[src/rtl/ibex_pkg.sv]
// Shared types for the dummy-instruction reseed controller.
// Holds the reseed FSM state encoding and the default timer width.
// No logic; imported by the controller.
package ibex_pkg;

  // Default width of the periodic reseed timer.
  localparam int unsigned ReseedPeriodWDefault = 16;

  typedef enum logic [1:0] {
    RESEED_IDLE  = 2'd0,
    RESEED_FETCH = 2'd1,
    RESEED_APPLY = 2'd2,
    RESEED_DRAIN = 2'd3
  } reseed_state_e;

endpackage

[src/rtl/ibex_dummy_reseed_ctrl.sv]
// Reseeds the dummy-instruction generator from entropy beats, periodically or on trigger.
// Latency: 32/EntropyW acked beats in FETCH, then one APPLY cycle emits the seed.
// Backpressure: entropy_req_o is held until acked; CSR writes bypass and pre-empt APPLY.
module ibex_dummy_reseed_ctrl
  import ibex_pkg::*;
#(
  parameter int unsigned ReseedPeriodW = ReseedPeriodWDefault,
  parameter int unsigned EntropyW      = 16  // must divide 32: 8, 16 or 32
) (
  input  logic                     clk_i,
  input  logic                     rst_ni,
  input  logic                     reseed_en_i,
  input  logic [ReseedPeriodW-1:0] reseed_period_i,
  input  logic                     reseed_trigger_i,
  input  logic                     csr_seed_en_i,
  input  logic [31:0]              csr_seed_i,
  output logic                     entropy_req_o,
  input  logic                     entropy_ack_i,
  input  logic [EntropyW-1:0]      entropy_data_i,
  output logic                     dummy_instr_seed_en_o,
  output logic [31:0]              dummy_instr_seed_o,
  output logic                     reseed_busy_o
);

  localparam int unsigned NumBeats = 32 / EntropyW;
  localparam int unsigned BeatCntW = (NumBeats > 1) ? $clog2(NumBeats) : 1;
  localparam logic [BeatCntW-1:0]      LastBeat  = BeatCntW'(NumBeats - 1);
  localparam logic [ReseedPeriodW-1:0] PeriodOne = ReseedPeriodW'(1);

  reseed_state_e            state_q, state_d;
  logic [ReseedPeriodW-1:0] timer_q, timer_d;
  logic [BeatCntW-1:0]      beat_q, beat_d;
  logic [31:0]              acc_q, acc_d;
  logic [31:0]              acc_shift;

  // New beats enter at the top so the first beat ends up in the LSBs.
  if (EntropyW == 32) begin : g_acc_full
    assign acc_shift = entropy_data_i;
  end else begin : g_acc_part
    assign acc_shift = {entropy_data_i, acc_q[31:EntropyW]};
  end

  // Next-state, counters and outputs; CSR writes override the seed port in any state.
  always_comb begin
    state_d               = state_q;
    timer_d               = timer_q;
    beat_d                = beat_q;
    acc_d                 = acc_q;
    entropy_req_o         = 1'b0;
    dummy_instr_seed_en_o = 1'b0;
    dummy_instr_seed_o    = 32'h0;

    unique case (state_q)
      RESEED_IDLE: begin
        if (reseed_en_i) begin
          if (reseed_trigger_i) begin
            timer_d = '0;
            state_d = RESEED_FETCH;
          end else if (reseed_period_i != '0) begin
            // Period is compared live so a reprogrammed value takes effect at once.
            if (timer_q == reseed_period_i - PeriodOne) begin
              timer_d = '0;
              state_d = RESEED_FETCH;
            end else begin
              timer_d = timer_q + PeriodOne;
            end
          end
        end
      end

      RESEED_FETCH: begin
        entropy_req_o = 1'b1;
        if (!reseed_en_i) begin
          // An ack in this very cycle already closes the handshake, so there
          // is nothing left to drain; otherwise wait out the pending request.
          if (entropy_ack_i) begin
            acc_d   = '0;
            beat_d  = '0;
            state_d = RESEED_IDLE;
          end else begin
            state_d = RESEED_DRAIN;
          end
        end else if (entropy_ack_i) begin
          acc_d = acc_shift;
          if (beat_q == LastBeat) begin
            beat_d  = '0;
            state_d = RESEED_APPLY;
          end else begin
            beat_d = beat_q + BeatCntW'(1);
          end
        end
      end

      RESEED_APPLY: begin
        dummy_instr_seed_en_o = 1'b1;
        // A concurrent CSR write owns the port this cycle; retry next cycle.
        if (!csr_seed_en_i) begin
          dummy_instr_seed_o = acc_q;
          state_d            = RESEED_IDLE;
        end
      end

      RESEED_DRAIN: begin
        entropy_req_o = 1'b1;
        if (entropy_ack_i) begin
          acc_d   = '0;
          beat_d  = '0;
          state_d = RESEED_IDLE;
        end
      end

      default: state_d = RESEED_IDLE;
    endcase

    // CSR seed passes straight through; suppressed while held in reset.
    if (csr_seed_en_i && rst_ni) begin
      dummy_instr_seed_en_o = 1'b1;
      dummy_instr_seed_o    = csr_seed_i;
    end
  end

  assign reseed_busy_o = (state_q != RESEED_IDLE);

  // State, timer, beat counter and accumulator registers.
  always_ff @(posedge clk_i or negedge rst_ni) begin
    if (!rst_ni) begin
      state_q <= RESEED_IDLE;
      timer_q <= '0;
      beat_q  <= '0;
      acc_q   <= '0;
    end else begin
      state_q <= state_d;
      timer_q <= timer_d;
      beat_q  <= beat_d;
      acc_q   <= acc_d;
    end
  end

endmodule

[config.mk]
export PLATFORM = sky130hd
export DESIGN_NAME = ibex_dummy_reseed_ctrl
export DESIGN_NICKNAME = d
export VERILOG_FILES = /design/src/rtl/ibex_pkg.sv /design/src/rtl/ibex_dummy_reseed_ctrl.sv
export SDC_FILE = /design/constraint.sdc
export NUM_CORES = 1
export LEC_CHECK = 0
export BUFFER_PORTS_ARGS = -buffer_cell sky130_fd_sc_hd__buf_2
export CORE_MARGIN = 2
export CORE_UTILIZATION = 40
export CTS_CLUSTER_DIAMETER = 40
export DETAILED_ROUTE_END_ITERATION = 12
export PLACE_DENSITY_LB_ADDON = 0.05
export SYNTH_ARGS = -nofsm -noshare
export SYNTH_HDL_FRONTEND = slang
export SYNTH_SLANG_ARGS = --single-unit
[constraint.sdc]
create_clock -name clk_i -period 4.4 [get_ports clk_i]
set_clock_uncertainty 0.2 [all_clocks]
set_input_delay 0.44 -clock clk_i [delete_from_list [all_inputs] [get_ports clk_i]]
set_output_delay 0.44 -clock clk_i [all_outputs]
set_load 0.05 [all_outputs]
==> flow_summary.yaml <==
status:
  run_status: "finished, final reports clean"
yosys:
  synth.area.top_cells: "dfrtp_1 (41%), a22o_1 (18%), xnor2_1 (5.6%), nor2_1 (3.0%), clkbuf_1 (2.8%)"
  yosys_warnings: 0
  synth_top_cell_area_share: 0.411
  ys_seq_area_frac: 0.411
  yosys.area.top_type: "dfrtp_1"
  synth_cells: 315
  synth.distinct_cells: 50
  netlist_area_sq_um: 3110
  postSynthNetCount: 387
  syn_area_per_cell_sq_um: 9.86
  ys_ff_latch: 51
placed_design:
  place_ws_ns: 1.29
  gp_congestion: 0.838
  portBuffers: 104
  dp_hpwl_um: 5590
global_route:
  grt_max_degree: 52
  grt_util_met2: 0.294
  use_met3: 0.0271
  grt_pass1_vias: 2597
  grt.total_usage: 0.187
  use_met1: 0.276
  grt_antenna_before_repair: 0
  grt_first_pass_wirelength_um: 12900
  overflow: 0
  busiest_layer: "met2"
floorplan:
  die_area_sq_um: 8490
  die_x_um: 92.1
  ioPinCount: 105
  std_cell_rows: 32
  core_sq_um: 7610
  fp.dieH_um: 92.1
  start_util: 0.408
clocking:
  numCtsBuffers: 5
  cts_buffer_depth: 2
  clkLatencyLatePin_ns: 0.30
  clock-root-buffer: "clkbuf_8"
  ctsResizeCount: 0
  cts_setup_buffers: 0
  cts_htree_levels: 2
  clock_sinks: 51
  clk_pin_slew_ns: 0.09
  holdBufCountCts: 0
  cts_tree: "done"
sta:
  timing.final.crit_share: 0.697
  rsz0062_at_grt: "no"
  setup_violations: 0
  slew_viol_final: 0
  fin_ws_ns: 1.33
  hold_viol: 0
  period_minus_slack_ns: 3.07
  worst_slew_pin_slew_ns: 1.20
  tns_ns: 0
  max_freq_mhz: 326
  relSlewSlack: 0.202
setup_path:
  path_max_fanout: 32
  crit_type: "reg2out"
  cp-start-kind: "flop"
  timing.rr.end: "timer_q[13]"
  worstSetupEndpointType: "primary output"
  reg2reg_from: "timer_q[8]"
  crit_arrival_ns: 2.43
  ff2ff_path_depth: 8
  r2r_slack_ns: 1.73
  crit_required_ns: 3.76
final_layout:
  num_antenna_cells: 0
  syn_to_final_growth_pct: 22.2
  drive_gt1_frac: 0.327
  fill_cells: 741
  layout.nets: 478
routing:
  post_drt_wl_per_cell_um: 15.2
  ant_nets: 0
  drt_iter0_markers: 100
  totalWireLength_um: 7730
  drc: 0
  firstDrtPassIters: 4
  routed-via-count: 2760
  avgViaCountPerCell: 5.42
power_and_ir_drop:
  leakage_nw: 1.76
  ir_worst_vdd_v: 0.000217
  power.density_nw_per_um2: 442
min_path:
  hold_class: "in2async"
flow_run:
  maxCapViolCount: 0
==> stage by stage <==
step           instances  cell area [sq um]  power, mW  hold WS [ns]   util
6_report             509               3800       1.68        0.0701  0.499
5_1_grt              509               3800       1.79         0.127  0.499
4_1_cts              509               3800       1.70        0.0826  0.499
3_5_place_dp         501               3700       1.40         0.295  0.486
3_3_place_gp         501               3700       1.39         0.292  0.486
2_1_floorplan        315               3110       1.21       -0.0556      -
==> cell type report <==
type	count	area (sq um)	area share
Tap cell	102	128	0.0336
Clock buffer	8	100	0.0264
Timing Repair Buffer	107	543	0.143
Sequential cell	51	1280	0.336
Inverter	11	41.3	0.0109
Multi-Input combinational cell	230	1710	0.450
==> synthesized netlist by cell type (all sizes together) <==
cell type	count
clkbuf	23
nand2b	4
nand3b	3
a211oi	4
mux2i	3
a31oi	1
mux2	1
a21oi	3
o31ai	3
o21ai	11
xor2	3
nor4b	4
nand4b	1
nor3	6
inv	11
ha	2
xnor2	20
or3	3
and2b	1
o41a	1
nor2	26
and2	1
dfrtp	51
o311ai	4
a221o	2
and3	3
or2	3
nor4	5
nor3b	4
a22oi	1
o22ai	1
a22o	64
a221oi	1
nand4	6
nand3	12
o41ai	1
nand2	19
o31a	2
nor2b	1
==> critical path, stage by stage, from the launching register on <==
cell and delay [ns]:
dfrtp_1 0.47, nand2b_1 0.22, nor2_2 0.90, a22o_1 0.25
buf_2 0.26
==> per-layer routing <==
metal	vias up	routed length, um
met5	-	0
met3	2	361
li1	1363	-
met1	1319	3860
met4	0	37
met2	76	3480
==> power breakdown <==
group | switching (mW) | leakage, nW | internal [mW]
sequential | 0.155 | 0.685 | 0.627
combinational | 0.351 | 1.02 | 0.251
clock | 0.151 | 0.0515 | 0.144
==> worst max-delay path by stage <==
| stage | cells past startpoint | end | start | slack (ns) |
|---|---|---|---|---|
| 6_report | 4 | dummy_instr_seed_o[2] | state_q[0] | 1.33 |
| 5_1_grt | 4 | dummy_instr_seed_o[24] | state_q[0] | 1.07 |
| 3_5_place_dp | 11 | timer_q[11] | reseed_period_i[0] | 1.29 |
| 4_1_cts | 4 | dummy_instr_seed_o[27] | state_q[0] | 1.32 |
| 3_3_place_gp | 10 | timer_q[12] | reseed_period_i[0] | 1.38 |
| 2_1_floorplan | 9 | timer_q[5] | reseed_period_i[0] | 1.76 |
==> cells by family (layout without fill, tap and decap cells) <==
family          Yosys count  in the layout  synth area share
xor+xnor                 23             23            0.0648
flops                    51             51             0.411
mux                       4              4            0.0133
simple gates            102            102             0.192
buf+inv                  34            126            0.0411
compound gates           99             99             0.270
fa+ha+maj                 2              2           0.00805
==> registers in the layout, indices dropped and copies added, names as in the netlist <==
name     flops
beat_q       1
acc_q       32
timer_q     16
state_q      2
==> layout by cell type, fill, tap and decap left out, types with 5 or more instances in the layout <==
cell and instances:
nor2_1 23, nand4_1 5, a22o_1 64, buf_2 104, o21ai_0 9, clkbuf_8 7
inv_1 11, dfrtp_1 51, xnor2_1 20, nand3_1 11, nand2_1 18
Note: power is estimated with default switching activity, not from simulation.
